**config.mk**
```make
export PLATFORM = sky130hd
export DESIGN_NAME = uart_word_loader
export DESIGN_NICKNAME = d
export VERILOG_FILES = /design/src/rtl/uart_word_loader.sv
export SDC_FILE = /design/constraint.sdc
export NUM_CORES = 1
export LEC_CHECK = 0
export ABC_AREA = 1
export BUFFER_PORTS_ARGS = -buffer_cell sky130_fd_sc_hd__buf_2
export CORE_MARGIN = 2
export CORE_UTILIZATION = 40
export CTS_BUF_LIST = sky130_fd_sc_hd__clkbuf_16
export DETAILED_ROUTE_END_ITERATION = 8
export PLACE_DENSITY = 0.65
export SLEW_MARGIN = 20
export SYNTH_ARGS = -nofsm -noshare
export SYNTH_HDL_FRONTEND = slang
export SYNTH_SLANG_ARGS = --single-unit
```
**constraint.sdc**
```tcl
create_clock -name clk -period 13.35 [get_ports clk]
set_clock_uncertainty 0.05 [all_clocks]
set_input_delay 2.67 -clock clk [delete_from_list [all_inputs] [get_ports clk]]
set_output_delay 2.67 -clock clk [all_outputs]
set_load 0.01 [all_outputs]
```
**src/rtl/uart_word_loader.sv**
```systemverilog
// uart_word_loader: receives UART bytes, packs them little-endian into RAM words, echoes them, and raises cpu_start on the end marker
module uart_word_loader #(
  parameter int CLKS_PER_BIT = 868,
  parameter int DATA_W = 32,
  parameter int ADDR_W = 32,
  parameter logic [ADDR_W-1:0] BASE_ADDR = 'h10000,
  parameter logic [63:0] END_MARKER = 64'hDEADBEEF,
  parameter int ECHO_EN = 1
) (
  input  logic              clk,
  input  logic              rst,
  input  logic              uart_rx,
  output logic              uart_tx,
  output logic [ADDR_W-1:0] ram_addr,
  output logic [DATA_W-1:0] ram_wdata,
  output logic              ram_wen,
  output logic              cpu_start,
  output logic              frame_err,
  output logic [15:0]       word_count
);
  localparam int CW = $clog2(CLKS_PER_BIT);
  localparam int NB = DATA_W / 8;
  localparam int BW = $clog2(NB) + 1;
  localparam logic [CW-1:0] C_FULL = CW'(CLKS_PER_BIT - 1);
  localparam logic [CW-1:0] C_HALF = CW'(CLKS_PER_BIT / 2 - 1);
  localparam logic [BW-1:0] B_LAST = BW'(NB - 1);
  localparam logic [ADDR_W-1:0] STEP = ADDR_W'(NB);
  localparam logic [DATA_W-1:0] END_W = END_MARKER[DATA_W-1:0];

  typedef enum logic [1:0] {IDLE, START, DATA, STOP} state_t;

  state_t r_st, t_st;
  logic rx_m, rx_s;
  logic [CW-1:0] r_cnt, t_cnt;
  logic [2:0] r_bit, t_bit;
  logic [7:0] r_sh, t_sh, hold, echo_byte;
  logic hold_v, echo_stb, tx_r;
  logic [BW-1:0] b_idx;
  logic [DATA_W-1:0] word, word_nxt;
  logic [DATA_W+7:0] cat;
  logic [ADDR_W-1:0] load_addr;
  logic r_end, t_end, t_go, w_last;

  assign cat = {r_sh, word};
  assign word_nxt = cat[DATA_W+7:8];
  assign w_last = b_idx == B_LAST;
  assign r_end = r_cnt == C_FULL;
  assign t_end = t_cnt == C_FULL;
  assign t_go = (t_st == IDLE || (t_st == STOP && t_end)) && (hold_v || echo_stb);
  assign uart_tx = ECHO_EN != 0 ? tx_r : 1'b1;

  always_ff @(posedge clk or posedge rst)
    if (rst) {rx_m, rx_s} <= 2'b11;
    else {rx_m, rx_s} <= {uart_rx, rx_m};

  always_ff @(posedge clk or posedge rst)
    if (rst) begin
      r_st <= IDLE;
      r_cnt <= '0;
      r_bit <= '0;
      r_sh <= '0;
      word <= '0;
      b_idx <= '0;
      load_addr <= BASE_ADDR;
      ram_addr <= BASE_ADDR;
      ram_wdata <= '0;
      ram_wen <= 1'b0;
      cpu_start <= 1'b0;
      frame_err <= 1'b0;
      word_count <= '0;
      echo_stb <= 1'b0;
      echo_byte <= '0;
    end else begin
      ram_wen <= 1'b0;
      frame_err <= 1'b0;
      echo_stb <= 1'b0;
      case (r_st)
        IDLE: begin
          r_cnt <= '0;
          if (!rx_s && !cpu_start) r_st <= START;
        end
        START: begin
          r_cnt <= r_cnt == C_HALF ? '0 : r_cnt + 1'b1;
          r_bit <= '0;
          if (r_cnt == C_HALF) r_st <= rx_s ? IDLE : DATA;
        end
        DATA: begin
          r_cnt <= r_end ? '0 : r_cnt + 1'b1;
          if (r_end) begin
            r_sh <= {rx_s, r_sh[7:1]};
            r_bit <= r_bit + 1'b1;
            if (r_bit == 3'd7) r_st <= STOP;
          end
        end
        STOP: begin
          r_cnt <= r_end ? '0 : r_cnt + 1'b1;
          if (r_end) begin
            r_st <= IDLE;
            if (!rx_s) begin
              frame_err <= 1'b1;
              b_idx <= '0;
            end else begin
              echo_stb <= ECHO_EN != 0;
              echo_byte <= r_sh;
              word <= word_nxt;
              b_idx <= w_last ? '0 : b_idx + 1'b1;
              if (w_last && word_nxt == END_W) cpu_start <= 1'b1;
              if (w_last && word_nxt != END_W) begin
                ram_wen <= 1'b1;
                ram_addr <= load_addr;
                ram_wdata <= word_nxt;
                load_addr <= load_addr + STEP;
                word_count <= &word_count ? word_count : word_count + 16'd1;
              end
            end
          end
        end
        default: r_st <= IDLE;
      endcase
    end

  always_ff @(posedge clk or posedge rst)
    if (rst) begin
      t_st <= IDLE;
      t_cnt <= '0;
      t_bit <= '0;
      t_sh <= '0;
      hold <= '0;
      hold_v <= 1'b0;
      tx_r <= 1'b1;
    end else begin
      hold_v <= t_go ? hold_v && echo_stb : hold_v || echo_stb;
      if (echo_stb && (t_go || !hold_v)) hold <= echo_byte;
      if (t_go) begin
        t_st <= START;
        t_cnt <= '0;
        t_sh <= hold_v ? hold : echo_byte;
        tx_r <= 1'b0;
      end else begin
        case (t_st)
          IDLE: tx_r <= 1'b1;
          START: begin
            t_cnt <= t_end ? '0 : t_cnt + 1'b1;
            if (t_end) begin
              t_st <= DATA;
              t_bit <= '0;
              tx_r <= t_sh[0];
            end
          end
          DATA: begin
            t_cnt <= t_end ? '0 : t_cnt + 1'b1;
            if (t_end) begin
              t_st <= t_bit == 3'd7 ? STOP : DATA;
              t_bit <= t_bit + 1'b1;
              t_sh <= t_sh >> 1;
              tx_r <= t_bit == 3'd7 ? 1'b1 : t_sh[1];
            end
          end
          STOP: begin
            t_cnt <= t_end ? '0 : t_cnt + 1'b1;
            if (t_end) t_st <= IDLE;
          end
          default: t_st <= IDLE;
        endcase
      end
    end
endmodule

```
==> results of run 1 <==
-- state kept, by name, summed over array words and instances (netlist names), 2 cells and up, named ones only --
| signal | count |
|---|---|
| t_cnt | 10 |
| b_idx | 3 |
| ram_wdata | 32 |
| r_cnt | 10 |
| word | 16 |
| r_sh | 8 |
| r_bit | 3 |
| echo_byte | 8 |
| ram_addr | 30 |
| hold | 8 |
| t_bit | 3 |
| word_count | 16 |
| t_sh | 8 |
| load_addr | 30 |
| t_st | 2 |
-- synthesized netlist by cell type --
library cell / number
nand2_1: 404
dfrtp_1: 192
inv_1: 92
nor2_1: 79
o21ai_0: 74
nand3_1: 64
o21ai_1: 56
xor2_1: 32
nor3_1: 24
nand4_1: 21
clkbuf_1: 17
buf_2: 16
ha_1: 15
inv_2: 11
o211ai_1: 7
a21oi_1: 6
xnor2_1: 6
dfstp_2: 5
buf_4: 4
or2_2: 4
and2_1: 2
clkinv_1: 2
nand3_2: 2
nand3b_1: 2
nor2_2: 2
o31ai_1: 2
buf_6: 1
conb_1: 1
nand4_4: 1
nor2_4: 1
nor3_2: 1
nor3_4: 1
o21a_1: 1
-- final timing paths --
check / start / endpoint / slack (ns)
max in group clk: uart_tx / uart_tx / 9.55
min in group asynchronous: rst / word_count[11] / 2.32
worst min register to register: rx_m / rx_s / 0.31
worst max register to register: r_cnt[0] / load_addr[7] / 10.08
worst min-delay path: rx_m / rx_s / 0.31
worst max-delay path: rst / ram_addr[27] / 9.35
-- report_power, final --
group	internal [mW]	switching, mW
sequential	0.597	0.000362
clock	0.255	0.226
combinational	0.000627	0.0119
total	0.853	0.238
-- kinds of logic (layout without fill, tap and decap cells) --
kind of cell,Yosys count,count (layout),share of synthesized area (%)
buf+inv,143,225,6.21
compound gates,146,146,8.11
flops,197,197,52.9
fa+ha+maj,15,15,2.01
xor+xnor,38,38,3.57
other cells,1,2,0.0402
simple gates,608,608,27.1
-- cell type report --
cell class,count,area (µm²)
fillers,2246,12200
multi-input cells,809,3820
flip-flops and latches,197,4940
repair buffers,88,450
clock buffers,17,425
clock inverters,15,119
inverters,105,402
well taps,313,392
-- through the flow --
| step | hold WS [ns] | total power, mW | util (%) |
|---|---|---|---|
| 3_3_place_gp | 0.298 | 0.623 | 43.9 |
| 4_1_cts | 0.308 | 1.10 | 46.3 |
| 5_1_grt | 0.309 | 1.13 | 46.3 |
| 2_1_floorplan | 0.295 | 0.619 | - |
| 6_report | 0.308 | 1.09 | 46.3 |
| 3_5_place_dp | 0.298 | 0.623 | 43.9 |
-- critical path, stage by stage --
cell,delay [ns]
buf_2,0.13
inv_8,0.52
buf_4,0.86
-- metal layers --
layer  global-route usage [%]  part of all wire [%]  vias up
met5                        0                     0        -
met2                     26.8                    45      120
li1                         -                     -     3812
met4                     4.06                  0.61        0
met1                     25.2                    51     3510
met3                     3.46                   3.7        9
-- cells in the final DEF, fill, tap and decap left out --
cell type   netlist  routed
a21oi_1           6       6
and2_1            2       2
buf_2            16      84
buf_4             4       4
bufinv_16         0       1
clkbuf_16         0      17
clkinv_1          2       3
clkinv_2          0       3
clkinv_4          0       4
clkinvlp_4        0       2
conb_1            1       2
dfrtp_1         192     192
dfstp_2           5       5
ha_1             15      15
inv_1            92      94
inv_2            11      11
inv_6             0       1
inv_8             0       1
nand2_1         404     404
nand3_1          64      64
nand3_2           2       1
nand3_4           0       1
nand3b_1          2       2
nand4_1          21      21
nand4_4           1       1
nor2_1           79      79
nor2_2            2       2
nor2_4            1       1
nor3_1           24      24
nor3_2            1       1
nor3_4            1       1
o211ai_1          7       7
o21a_1            1       1
o21ai_0          74      74
o21ai_1          56      56
o31ai_1           2       2
or2_2             4       4
xnor2_1           6       6
xor2_1           32      32
==> metrics, run 1 <==
status completed; Starting Density 40.9%; router iterations before antenna repair 5; layout net count 1236; Detailed Route WL 20.2 mm; peak supply drop 0.0668 mV; DRC 0; crit path capture type async pin; Slew headroom 37.3%; vias in the first global route 7062; Hold-fix buffers, CTS 0; vias 7451; register bit count reported by yosys 197; Worst Path Arrival 4.37 ns; Post-Synthesis Cells 1148; Yosys cell types 33; CTS Buf Count 17; Worst-Skew Late Latency 0.42 ns; pwr/cell area 103 nW/µm²; pin count of the biggest net entering global routing 123; I/O Buffers 84; setup violators final 0; Period Utilization, post-route 29.9%; Die H 157 µm; non-filler cells, final 1544; Yosys top cell by area dfrtp_1; Mapped Area 9320 µm²; Worst setup SP type input port; critical-path maximum fanout 122; f_max 0.250 GHz; first-pass GRT wire length 34.4 mm; die area 24500 µm²; post-placement cell area 10000 µm²; max-slew violation count 0; Avg WL per Cell 13.1 µm; GP Congestion 0.886; total placed cells including tap cells 1512; CTS max path bufs 2; Slew @ Worst Pin 0.941 ns; sequential cell area fraction in the yosys report 52.9%; final hold vios 0; core area 22800 µm²; Yosys Warn Count 0; H-tree Lvls 4; critical path required time 13.72 ns; CTS tree done; Area Overhead vs Synth 13.1%; WS Path Type in2async; share of layout cells above drive strength 1 11.8%; Hold Crit Depth 0; Iter 0 DRT Violations 469; Synth Area per Inst 8.12 µm²; Setup WS pre-CTS 8.80 ns; RSZ-0062 raised after global routing no; Setup TNS 0 ns; P_leak 5.26 nW; I/O pin cnt 87; Tmin final 4.00 ns; GRT overflow 0; Antenna diodes 0; synth top area cells dfrtp_1 52%, nand2_1 16%, o21ai_0 4.0%; top cell type's share of synthesized area 51.5%; Finished Cell Area 10500 µm²; Vias/cell 4.83; Rows 55; Die X 157 µm; initial antenna violation count 0; antenna-violating nets left 0; Hold Path Class reg2reg; setup ws final 9.35 ns; CTS Sinks 197; cell count of the worst reg-to-reg path 9; cts repair resizes 0; Clock transition at path regs 0.07 ns; setup bufs post-CTS 0; hpwl dp 14.0 mm; Clk Tree Root Cell clkbuf_16; max_cap viols 0; GRT Total Usage 17.3%
Note: power is estimated with default switching activity, not from simulation.
==> run 2, diff against run 1 <==
Settings changed: ABC_AREA 1 to 0, PLACE_DENSITY 0.65 to 0.68.
Clock period 13.35 ns to 3.3 ns, I/O delays scaled along.
==> metrics, run 2 <==
most frequent cells in the layout 217 x nand2_1, 192 x dfrtp_1, 84 x buf_2, 44 x mux2_2, 33 x xnor2_1; max-slew violation count 0; peak supply drop 0.264 mV; setup violators final 0; Hold Path Class in2async; reg-to-reg setup timing slack 0.77 ns; CTS tree done; total placed cells including tap cells 1174; H-tree Lvls 4; final hold vios 0; Tmin final 2.53 ns; GRT overflow 0; Die X 153 µm; crit path capture type flip-flop; hpwl dp 12.3 mm; core area 21800 µm²; commonest non-fill, non-tap cell in the layout nand2_1; cell count of the worst reg-to-reg path 6; cts repair resizes 0; max reg flops 32; Filler Cell Count 2009; pwr/cell area 447 nW/µm²; vias in the first global route 6099; r2r endpoint word[22]; Vias/cell 5.15; Clock transition at path regs 0.08 ns; WS Path Type reg2reg; P_leak 5.18 nW; Setup TNS 0 ns; critical path required time 3.56 ns; share of layout cells above drive strength 1 20.7%; total power draw 4.56 mW; Slew @ Worst Pin 0.758 ns; Slew headroom 49.5%; GP Congestion 0.814; ys async rst share 100%; Yosys top cell by area dfrtp_1; Commonest cells post-synth 217 x nand2_1, 192 x dfrtp_1, 44 x mux2_2, 33 x xnor2_1, 30 x nor2_1; Mapped Area 8880 µm²; register bit count reported by yosys 197; vias 6206; die area 23400 µm²; Period Utilization, post-route 76.6%; GRT Total Usage 16.2%; Synth Area per Inst 10.7 µm²; non-filler cells, final 1206; Clk Tree Root Cell clkbuf_16; Largest regs ram_wdata x32, load_addr x30, ram_addr x30; Worst Path Arrival 2.79 ns; max_cap viols 0; Post-synth EDFFs 0; Largest Register ram_wdata; Worst setup SP type flip-flop; CTS max path bufs 2; Antenna diodes 0; critical-path maximum fanout 25; Hold-fix buffers, CTS 0; layout net count 931; f_max 0.396 GHz; Detailed Route WL 18.3 mm; Post-Synthesis Cells 832; setup bufs post-CTS 0; antenna-violating nets left 0; sequential cell area fraction in the yosys report 55.6%; router iterations before antenna repair 5; Yosys cell types 58; DRC 0; pin count of the biggest net entering global routing 75; Yosys Warn Count 0; first-pass GRT wire length 31.3 mm; Avg WL per Cell 15.2 µm; Starting Density 40.7%; Worst-Skew Late Latency 0.43 ns; Area Overhead vs Synth 14.7%; synth top area cells dfrtp_1 54%, nand2_1 9.2%, mux2_2 5.6%; Top FF cell, synth dfrtp_1; CP Launch Point r_cnt[0]; status completed; CTS Buf Count 17; initial antenna violation count 0; Iter 0 DRT Violations 372; Rows 54; FF-to-FF Start r_cnt[0]; I/O pin cnt 87; Die H 153 µm; I/O Buffers 84; count leader, synth nand2_1; CTS Sinks 197; RSZ-0062 raised after global routing no; Worst Setup EP word[22]; top cell type's share of synthesized area 54.1%
==> run 2: logic make-up (layout without fill, tap and decap cells) <==
family | after synthesis | count (layout) | synth area share, %
AND/OR/NAND/NOR | 392 | 392 | 21.7
other | 1 | 2 | 0.0422
multiplexers | 70 | 70 | 8.51
buffers and inverters | 53 | 146 | 2.94
XOR/XNOR | 50 | 50 | 4.93
flip-flops | 197 | 197 | 55.6
AO/OA/AOI/OAI | 54 | 54 | 4.17
adder cells (fa/ha/maj) | 15 | 15 | 2.11
==> run 2: where the power goes <==
part           internal [mW]  leakage [nW]  switching [mW]
clock network           1.08         0.289            1.01
registers               2.41          2.72         0.00192
logic                0.00963          2.17          0.0496
==> run 2: metrics by stage <==
| step | setup slack (ns) | util (%) | hold WS (ns) | cell area [µm²] |
|---|---|---|---|---|
| after floorplan | 0.0477 | - | 0.295 | 8890 |
| after global placement | 0.880 | 44.0 | 0.297 | 9600 |
| after detailed placement | 0.843 | 44.0 | 0.303 | 9600 |
| after CTS | 0.798 | 46.7 | 0.232 | 10200 |
| after global routing | 0.558 | 46.7 | 0.244 | 10200 |
| final | 0.772 | 46.7 | 0.227 | 10200 |
==> run 2: routing by layer <==
layer,track usage [%],wire length (µm)
met5,0,0
met4,4.45,225
met3,3.40,634
met2,26.1,8720
met1,22.5,8710
==> run 2: layout make-up <==
cell class / count / area (µm²) / share of cell area [%]
multi-input combinational: 583 / 3690 / 36.2
clock buffer: 17 / 425 / 4.18
sequential: 197 / 4940 / 48.5
clock inverter: 15 / 164 / 1.61
tap: 280 / 350 / 3.44
timing repair buffer: 94 / 546 / 5.35
inverter: 20 / 78.8 / 0.774
==> run 2: worst max-delay path, stage by stage (launching register included) <==
cell and delay (ns):
dfrtp_1 0.44, ha_1 0.30, and4_1 0.30, and3_1 0.25
and2_1 0.26, nand2_2 0.38, mux2_2 0.41
==> run 2: how the worst min path moves through the flow <==
stage,end,cells past startpoint
after floorplan,rx_s,0
after global placement,rx_s,0
after detailed placement,rx_s,0
after CTS,ram_wdata[18],2
after global routing,rx_m,1
final,ram_wdata[24],2
==> run 3, diff against run 2 <==
Clock period 3.3 ns to 2.1 ns, I/O delays scaled along.
==> metrics, run 3 (same netlist as run 2, synthesis figures left out) <==
Period Utilization, post-route 99.3%; Vias/cell 5.08; Iter 0 DRT Violations 458; Largest Register ram_wdata; WL met3 591 µm; Antenna diodes 0; CP Cell Sequence ha_2 -> nand3b_1 -> a311o_2 -> buf_6 -> nor4b_4 -> xor2_1; total power draw 7.24 mW; Die X 153 µm; pin count of the biggest net entering global routing 118; vias in the first global route 6425; DRT met1 WL 9.22 mm; Clk Tree Root Cell clkbuf_16; max-slew violation count 0; Starting Density 40.7%; Filler Cell Count 1966; core area 21800 µm²; CTS Sinks 197; Detailed Route WL 19.7 mm; I/O pin cnt 87; Slew headroom 57.0%; Largest regs ram_wdata x32, load_addr x30, ram_addr x30; CTS Buf Count 17; Avg WL per Cell 15.5 µm; GRT overflow 0; final hold vios 0; P_leak 5.64 nW; Area Overhead vs Synth 22.5%; Slew @ Worst Pin 0.645 ns; antenna-violating nets left 0; CTS max path bufs 2; Tmin final 2.09 ns; crit path capture type flip-flop; reg-to-reg setup timing slack 0.01 ns; max_cap viols 0; commonest non-fill, non-tap cell in the layout nand2_1; I/O Buffers 84; Worst setup SP type flip-flop; critical-path maximum fanout 7; Clock transition at path regs 0.08 ns; footprint of the multi-input gates 3820 µm²; RSZ-0062 raised after global routing yes; f_max 0.480 GHz; share of layout cells above drive strength 1 27.3%; router iterations before antenna repair 5; GP Congestion 0.796; layout net count 994; max reg flops 32; vias 6449; most frequent cells in the layout 216 x nand2_1, 192 x dfrtp_1, 84 x buf_2, 60 x buf_4, 44 x mux2_2; GRT Total Usage 16.9%; crit path max-delay cell type a311o_2; die area 23400 µm²; max incr delay on CP 0.55 ns; Rows 54; pwr/cell area 665 nW/µm²; WP buf/inv 1; Worst-Skew Late Latency 0.43 ns; first-pass GRT wire length 32.5 mm; setup violators final 0; top routing layer in use met4; DRC 0; H-tree Lvls 4; FF+latch area 4940 µm²; Setup TNS 0 ns; Hold Path Class in2reg; critical path required time 2.41 ns; cell family with the largest share of critical-path delay compound AO/OA/AOI/OAI gates; initial antenna violation count 0; Worst Path Arrival 2.40 ns; hpwl dp 12.9 mm; Hold-fix buffers, CTS 0; WS Path Type reg2reg; met2 WL post-DR 9.58 mm; CTS tree done; peak supply drop 0.525 mV; Die H 153 µm; status completed
[run 3: routing by layer]
metal	vias up	track usage [%]
li1	3142	-
met5	-	0
met2	107	27.7
met3	25	3.32
met4	0	4.89
met1	3175	23.0
[run 3: timing repair]
| action | CTS | global route |
|---|---|---|
| gates cloned | 0 | 2 |
| setup endpoints to repair | 8 | 88 |
| pin swaps | 11 | 11 |
| resized for setup | 11 | 18 |
| setup buffers | 0 | 2 |
[run 3: final cells by class]
| class | count | area share (%) |
|---|---|---|
| clock buffers | 17 | 3.91 |
| clock inverters | 15 | 1.67 |
| inverters | 20 | 0.725 |
| multi-input cells | 583 | 35.1 |
| flip-flops and latches | 197 | 45.4 |
| well taps | 280 | 3.22 |
| repair buffers | 157 | 10.0 |
[run 3: power by group]
group	leakage [nW]	switching, mW	total, mW	internal (mW)
clock network	0.295	1.63	3.35	1.72
registers	2.72	0.000779	3.79	3.79
logic	2.63	0.0781	0.0896	0.0115
[run 3: through the flow]
step / hold WS, ns / setup slack [ns] / instances / utilization (%) / cell area, µm²
2_1_floorplan: 0.295 / -0.912 / 833 / - / 8900
3_3_place_gp: 0.301 / -0.00350 / 1233 / 46.1 / 10100
3_5_place_dp: 0.305 / -0.0601 / 1233 / 46.1 / 10100
4_1_cts: 0.00930 / 0.00530 / 1265 / 49.2 / 10700
5_1_grt: 0.00844 / -0.0972 / 1269 / 49.8 / 10900
6_report: 0.0286 / 0.0147 / 1269 / 49.8 / 10900
[run 3: worst paths after layout]
path | start | end | cells past startpoint
max in group asynchronous | rst | r_cnt[1] | 3
max reg2reg | b_idx[0] | load_addr[27] | 6
min | uart_rx | rx_m | 1
min in group asynchronous | rst | ram_addr[23] | 3
max | b_idx[0] | load_addr[27] | 6
min reg2reg | rx_m | rx_s | 0
